**src/rtl/weight_ram_loader.sv**
```systemverilog
// weight_ram_loader
//   Write-side controller for the per-filter weight RAM. Converts a
//   filter-major valid/ready stream of weight and bias words into RAM
//   write strobes with a depth address (filter) and a lane select (feature).
//
// Ports:
//   Clk, Reset           clock, synchronous active-high reset
//   Start                one-cycle pulse, begins a load when idle
//   In_valid/In_data     incoming word stream
//   In_ready             high while loading (combinational from state)
//   Write_en             registered RAM write strobe, one cycle per word
//   Address_depth_write  filter index of the word being written
//   Address_width_write  lane index of the word being written
//   Write_data_in        word being written
//   Busy                 load in progress (LOAD or DONE)
//   Load_done            one-cycle pulse after the final word is accepted
//   Weights_ready        level, RAM fully loaded since the last Start/Reset
module weight_ram_loader #(
  parameter int Bit_width            = 8,
  parameter int Nr_depth             = 8,
  parameter int Depth_counter_bits   = 3,
  parameter int Nr_feature           = 6,
  parameter int Feature_counter_bits = 3
) (
  input  logic                            Clk,
  input  logic                            Reset,
  input  logic                            Start,
  input  logic                            In_valid,
  input  logic [Bit_width-1:0]            In_data,
  output logic                            In_ready,
  output logic                            Write_en,
  output logic [Depth_counter_bits-1:0]   Address_depth_write,
  output logic [Feature_counter_bits-1:0] Address_width_write,
  output logic [Bit_width-1:0]            Write_data_in,
  output logic                            Busy,
  output logic                            Load_done,
  output logic                            Weights_ready
);

  typedef enum logic [1:0] {
    S_IDLE,
    S_LOAD,
    S_DONE
  } state_e;

  localparam logic [Depth_counter_bits-1:0]   DEPTH_LAST = Depth_counter_bits'(Nr_depth - 1);
  localparam logic [Feature_counter_bits-1:0] FEAT_LAST  = Feature_counter_bits'(Nr_feature - 1);

  state_e                          state_q, state_d;
  logic [Depth_counter_bits-1:0]   depth_q, depth_d;
  logic [Feature_counter_bits-1:0] feat_q, feat_d;
  logic                            wen_q, wen_d;
  logic [Depth_counter_bits-1:0]   addr_depth_q, addr_depth_d;
  logic [Feature_counter_bits-1:0] addr_lane_q, addr_lane_d;
  logic [Bit_width-1:0]            data_q, data_d;
  logic                            wready_q, wready_d;

  logic accept;
  logic last_word;

  assign accept    = In_valid && (state_q == S_LOAD);
  assign last_word = (depth_q == DEPTH_LAST) && (feat_q == FEAT_LAST);

  // State register plus registered datapath
  always_ff @(posedge Clk) begin
    if (Reset) begin
      state_q      <= S_IDLE;
      depth_q      <= '0;
      feat_q       <= '0;
      wen_q        <= 1'b0;
      addr_depth_q <= '0;
      addr_lane_q  <= '0;
      data_q       <= '0;
      wready_q     <= 1'b0;
    end else begin
      state_q      <= state_d;
      depth_q      <= depth_d;
      feat_q       <= feat_d;
      wen_q        <= wen_d;
      addr_depth_q <= addr_depth_d;
      addr_lane_q  <= addr_lane_d;
      data_q       <= data_d;
      wready_q     <= wready_d;
    end
  end

  // Next-state logic
  always_comb begin
    state_d = state_q;
    unique case (state_q)
      S_IDLE:  if (Start) state_d = S_LOAD;
      S_LOAD:  if (accept && last_word) state_d = S_DONE;
      S_DONE:  state_d = S_IDLE;
      default: state_d = S_IDLE;
    endcase
  end

  // Counter, write-port and Weights_ready updates
  always_comb begin
    depth_d      = depth_q;
    feat_d       = feat_q;
    wen_d        = 1'b0;
    addr_depth_d = addr_depth_q;
    addr_lane_d  = addr_lane_q;
    data_d       = data_q;
    wready_d     = wready_q;

    if ((state_q == S_IDLE) && Start) begin
      depth_d  = '0;
      feat_d   = '0;
      wready_d = 1'b0;
    end

    if (accept) begin
      wen_d        = 1'b1;
      addr_depth_d = depth_q;
      addr_lane_d  = feat_q;
      data_d       = In_data;
      if (feat_q == FEAT_LAST) begin
        feat_d = '0;
        // Explicit wrap so a non-power-of-two depth never overruns
        depth_d = (depth_q == DEPTH_LAST) ? '0 : depth_q + 1'b1;
      end else begin
        feat_d = feat_q + 1'b1;
      end
    end

    if (state_q == S_DONE) wready_d = 1'b1;
  end

  // Outputs decoded from state
  always_comb begin
    In_ready  = (state_q == S_LOAD);
    Busy      = (state_q != S_IDLE);
    Load_done = (state_q == S_DONE);
  end

  assign Write_en            = wen_q;
  assign Address_depth_write = addr_depth_q;
  assign Address_width_write = addr_lane_q;
  assign Write_data_in       = data_q;
  assign Weights_ready       = wready_q;

endmodule

```
**config.mk**
```make
export PLATFORM = sky130hd
export DESIGN_NAME = weight_ram_loader
export DESIGN_NICKNAME = d
export VERILOG_FILES = /design/src/rtl/weight_ram_loader.sv
export SDC_FILE = /design/constraint.sdc
export NUM_CORES = 1
export LEC_CHECK = 0
export ABC_AREA = 1
export CAP_MARGIN = 30
export CORE_ASPECT_RATIO = 1.4
export CORE_MARGIN = 1
export CORE_UTILIZATION = 45
export DETAILED_ROUTE_END_ITERATION = 8
export GPL_TIMING_DRIVEN = 0
export MAX_ROUTING_LAYER = met4
export PLACE_DENSITY = 0.75
export SLEW_MARGIN = 20
export SYNTH_ARGS = -nofsm -noshare
export SYNTH_HDL_FRONTEND = slang
export SYNTH_SLANG_ARGS = --single-unit
```
**constraint.sdc**
```tcl
create_clock -name Clk -period 1.2 [get_ports Clk]
set_input_delay 0.12 -clock Clk [delete_from_list [all_inputs] [get_ports Clk]]
set_output_delay 0.12 -clock Clk [all_outputs]
set_load 0.05 [all_outputs]
```
==> impl_metrics.toml, run 1 <==
[run_status]
status = "completed"

[synthesis]
synthCells = 122
synthSimpleGateAreaFrac_pct = 27.7
synth_compound_area_share_pct = 15.4
synthTopCellsByArea = "dfxtp_1 47%, nand2_1 11%, a21oi_2 7.8%, nand2_2 5.6%, a21oi_1 4.9%"
synthAdderAreaFrac_pct = 2.47
yosysUniqueCellTypes = 19
synth_top_family_by_area = "simple AND/OR/NAND/NOR gates"
syn_nets = 136
yosys.area.top_type = "dfxtp_1"
ys_ff_latch = 24
muxShareOfSynthArea_pct = 0
synth.avg_cell_area_sq_um = 8.31
yosys_warnings = 0
synth_top_area_share_pct = 47.4
synth_area_sq_um = 1010
ys_seq_area_share_pct = 47.4
synth_xor_area_share_pct = 0

[clock_tree]
numCtsBuffers = 3
h-tree-depth = 1
root_buffer = "clkbuf_4"
numClockSinks = 24
clk_path_buf_depth = 2
clkTransAtPathRegs_ns = 0.13
clock_latency_ns = 0.31
cts_tree = "yes"

[cells_and_area]
drive_above_1_share_pct = 36.1
fin_area_sq_um = 1420
n_antenna_cell = 0
final_common_cell = "nand2_1"
nets = 173
area_growth_pct = 39.6
nFillCells = 201
layout_common_cells = "30 x nand2_1, 20 x dfxtp_1, 11 x clkdlybuf4s50_1"
stdcell_count = 180

[routing]
avgViaCountPerCell = 5.19
dr.pass1.iters = 4
ant_nets = 0
wl_per_cell_microns = 12.1
drc = 0
vias = 934
routed_wl_mm = 2.18
drt_iter0_drc = 17

[floorplanning]
ios = 31
fp.coreArea_sq_um = 2150
die-area_sq_um = 2450
rows = 20
initial_core_util_pct = 47.1
die_h_microns = 58.2
die_w_microns = 42.1

[grt]
track_usage_pct = 19.5
grt-ovfl-total = 0
grt_pass1_vias = 858
grt_pass1_wl_mm = 3.60
antenna_found_initial = 0
grt_start_max_net_pins = 15

[placement]
dpl-instance-area_sq_um = 1340
dp.cells = 174
hpwl_mm = 1.52
place_congestion = 0.853
io_buffers = 30

[job]
maxCapViolCount = 0

[timing]
finClkSkew_ns = 0.00195
fin_tns_setup_ns = 0
setup_violations = 0
fmax_mhz = 847
min_period_over_period_pct = 98.3
slew_headroom_pct = 60.3
hold_violations = 0
tightest_slew_ns = 0.596
period_minus_slack_ns = 1.18
drv_slew = 0
whs_ns = 0.346

[power]
leakagePower_nw = 0.550
peakVddDrop_mv = 0.879
fin_total_pwr_mw = 1.73
p_per_area_nw_per_um2 = 1220

[setup_path]
r2r_start = "feat_q[1]"
cpMaxStageDelayCell = "dfxtp_1"
startpoint_type = "flip-flop"
critPathKind = "reg2reg"
crit_buf_inv = 2
cp_max_fo = 5
cp.arrival_ns = 1.39
path_cells = "inv_1 > nand3_2 > nor2_4 > buf_4 > o21ai_0 > nor2_1"
end_kind = "flip-flop"
startpoint = "feat_q[1]"
max_stage_delay_ns = 0.42
cp.required_ns = 1.41
critical-path-top-delay-family = "flip-flops"

[hold_path]
hp-class = "in2reg"
hp-start = "In_data[2]"
==> metrics by stage <==
stage / setup slack, ns / utilization, %
after floorplan: 0.156 / -
after global placement: -0.261 / 62.4
after detailed placement: -0.280 / 62.4
after CTS: 0.0134 / 65.7
after global routing: -0.0652 / 65.8
final: 0.0199 / 65.8
==> logic make-up (layout without fill, tap and decap cells) <==
| kind of cell | count (synthesis) | after routing |
|---|---|---|
| AOI/OAI and AO/OA | 24 | 24 |
| adders and majority gates | 2 | 2 |
| buffers and inverters | 13 | 49 |
| DFF | 24 | 24 |
| and+or+nand+nor | 59 | 59 |
==> cell usage after synthesis <==
master and number:
ha_1 2, nand2_1 30, buf_12 1, inv_6 1, nand3_1 7, o21a_1 1
nand3_4 1, a21oi_2 9, nand3_2 1, nand2_2 9, a21oi_1 10, inv_1 7
buf_2 1, dfxtp_1 24, inv_2 1, nor2_4 1, nor2_1 10, clkbuf_1 2
o21ai_0 4
==> routing by layer <==
layer	part of all wire, %	global-route usage, %	up-vias
met5	0	-	-
li1	-	-	462
met2	56	35.0	30
met1	38	21.1	436
met4	1.2	8.93	0
met3	5.0	2.49	6
==> path summary, 6_finish.rpt <==
| kind | endpoint | slack (ns) | cells after the start |
|---|---|---|---|
| setup / recovery | depth_q[0] | 0.02 | 6 |
| hold / removal | Write_data_in[2] | 0.35 | 3 |
| setup reg to reg | depth_q[0] | 0.02 | 6 |
| hold reg to reg | Write_data_in[2] | 0.48 | 2 |
==> sequential cells by signal (all words and copies together) (netlist names) <==
register / cells
depth_q: 3
Write_en: 1
feat_q: 3
Address_width_write: 3
Write_data_in: 8
Address_depth_write: 3
Weights_ready: 1
state_q: 2
==> power by group <==
part / total [mW] / switching [mW] / leakage, nW / internal (mW)
Clock: 0.573 / 0.236 / 0.0279 / 0.338
Combinational: 0.316 / 0.203 / 0.326 / 0.112
Sequential: 0.844 / 0.0199 / 0.197 / 0.824
==> worst reg2reg max path: stages (launching register included) <==
cell and delay [ns]:
dfxtp_1 0.42, inv_1 0.11, nand3_2 0.12, nor2_4 0.06, buf_4 0.12, o21ai_0 0.18
nor2_1 0.08
==> timing repair <==
item / in CTS / in global routing
setup endpoints to repair: 19 / 16
pin swaps: 0 / 2
setup buffers: 0 / 2
resized for setup: 69 / 24
hold buffers: 0 / 0
==> layout make-up <==
class	count	area (sq um)	share of cell area, %
plain buffers	4	35.0	2.48
clock buffers	3	22.5	1.59
clock inverters	1	30.0	2.12
inverters	9	41.3	2.92
multi-input cells	85	469	33.2
flip-flops and latches	24	488	34.5
well taps	22	27.5	1.95
repair buffers	32	302	21.3
Power figures use the tool's default switching activity.
==> inputs of run 2 (changes only) <==
==> constraint.sdc (replaced) <==
create_clock -name Clk -period 1.2 [get_ports Clk]
set_input_delay 0.24 -clock Clk [delete_from_list [all_inputs] [get_ports Clk]]
set_output_delay 0.24 -clock Clk [all_outputs]
set_load 0.05 [all_outputs]
==> impl_metrics.toml, run 2 (same netlist as run 1, synthesis figures left out) <==
[power]
p_per_area_nw_per_um2 = 1220
peakVddDrop_mv = 0.873
leakagePower_nw = 0.594

[timing]
period_minus_slack_ns = 1.25
grt_setup_unrepaired = "yes"
fmax_mhz = 797
setup_ws_ns = -0.0549
whs_ns = 0.456
fin_tns_setup_ns = -0.105
slew_headroom_pct = 61.1
setup_violations = 4
drv_slew = 0
min_period_over_period_pct = 105
tightest_slew_ns = 0.584
hold_violations = 0
finClkSkew_ns = 0.00220

[run_status]
status = "complete, but fails checks"
violations = "negative setup slack"

[floorplanning]
rows = 20
die_w_microns = 42.1
ios = 31
fp.coreArea_sq_um = 2150
die_h_microns = 58.2
initial_core_util_pct = 47.1
die-area_sq_um = 2450

[clock_tree]
cts.hold.buffers_added = 0
clk_path_buf_depth = 2
root_buffer = "clkbuf_4"
clkTransAtPathRegs_ns = 0.13
numCtsBuffers = 3
clock_latency_ns = 0.32
cts_tree = "yes"
h-tree-depth = 1
numClockSinks = 24

[hold_path]
min_path_cells = 3
hp-class = "in2reg"
hp-start = "In_data[2]"
whs_endpoint = "Write_data_in[2]"

[cells_and_area]
final_common_cell = "nand2_1"
drive_above_1_share_pct = 40.2
nFillCells = 195
largest_reg_flops = 8
n_antenna_cell = 0
multi_input_area_sq_um = 493
layout_common_cells = "26 x nand2_1, 22 x dfxtp_1, 14 x clkbuf_4"
nets = 179
area_growth_pct = 44.7
regArea_sq_um = 485

[grt]
grt_pass1_vias = 852
grt_pass1_wl_mm = 3.57
grt_start_max_net_pins = 15
grt-ovfl-total = 0
antenna_found_initial = 0
track_usage_pct = 19.3

[job]
maxCapViolCount = 0

[setup_path]
rr_endpoint = "state_q[0]"
startpoint_type = "flip-flop"
cp.arrival_ns = 1.01
max_stage_delay_ns = 0.35
rr_worst_depth = 7
end_kind = "output port"
critical-path-top-delay-family = "flip-flops"
r2r_slack_ns = -0.01
cp.required_ns = 0.96
crit_buf_inv = 3
critPathKind = "reg2out"
path_cells = "inv_4 > nand2_2 > inv_2 > buf_8"
cp_max_fo = 5
r2r_start = "state_q[1]"
cpMaxStageDelayCell = "dfxtp_2"

[placement]
place_congestion = 0.853
hpwl_mm = 1.52
io_buffers = 30

[routing]
ant_nets = 0
dr.pass1.iters = 4
avgViaCountPerCell = 5.20
routed_wl_mm = 2.33
wl_per_cell_microns = 12.5
vias = 968
drc = 0
drt_iter0_drc = 20
==> run 2: changes by cell type in the layout (fill, tap and decap cells not counted), moves of 4 or more <==
cell             delta
buf_4               +4
clkbuf_4           +10
clkdlybuf4s15_2     -6
clkdlybuf4s18_2     -5
nand2_1             -4
nand2_2             +4
==> run 2: report_power, final <==
| group | switching [mW] | total [mW] | internal, mW |
|---|---|---|---|
| sequential | 0.0221 | 0.846 | 0.824 |
| clock | 0.245 | 0.582 | 0.338 |
| combinational | 0.219 | 0.365 | 0.146 |
==> run 2: layout make-up <==
type	instances	share of cell area [%]
flip-flops and latches	24	33.1
inverters	9	2.99
plain buffers	4	2.39
clock inverters	1	2.05
clock buffers	3	1.54
repair buffers	36	22.1
multi-input cells	86	33.6
well taps	22	1.88
repair inverters	1	0.341
==> run 2: worst min-delay path: stages <==
cell	delay, ns
clkdlybuf4s50_1	0.39
nand2_1	0.06
a21oi_1	0.05
==> run 2: timing repair <==
item	4_1_cts	5_1_grt
gates cloned	0	3
setup endpoints to repair	19	30
resized for setup	113	17
setup buffers	3	2
pin swaps	2	1
==> run 2: per-stage QoR <==
stage / setup WS (ns) / util, % / total power, mW / std cells / area [sq um]
after global routing: -0.0989 / 68.1 / 1.86 / 186 / 1470
after CTS: -0.0746 / 63.7 / 1.76 / 181 / 1370
after detailed placement: -0.400 / 62.4 / 1.18 / 174 / 1340
after floorplan: 0.134 / - / 1.06 / 122 / 1020
final: -0.0549 / 68.1 / 1.79 / 186 / 1470
after global placement: -0.381 / 62.4 / 1.18 / 174 / 1340
==> run 2: routing by layer <==
layer	routed length [microns]	up-vias	share of wire (%)	track usage, %
met5	0	-	0	-
met4	38	0	1.6	8.48
met3	110	6	4.7	2.18
met2	1250	29	54	34.8
met1	931	452	40	21.1
li1	-	481	-	-
==> run 2: worst max path at each step <==
stage | from | slack (ns) | cells after the start | to
6_report | state_q[1] | -0.05 | 4 | In_ready
3_3_place_gp | state_q[0] | -0.38 | 3 | Busy
2_1_floorplan | state_q[0] | 0.13 | 2 | Busy
3_5_place_dp | state_q[0] | -0.40 | 3 | Busy
5_1_grt | state_q[1] | -0.1 | 4 | In_ready
4_1_cts | state_q[1] | -0.07 | 4 | In_ready
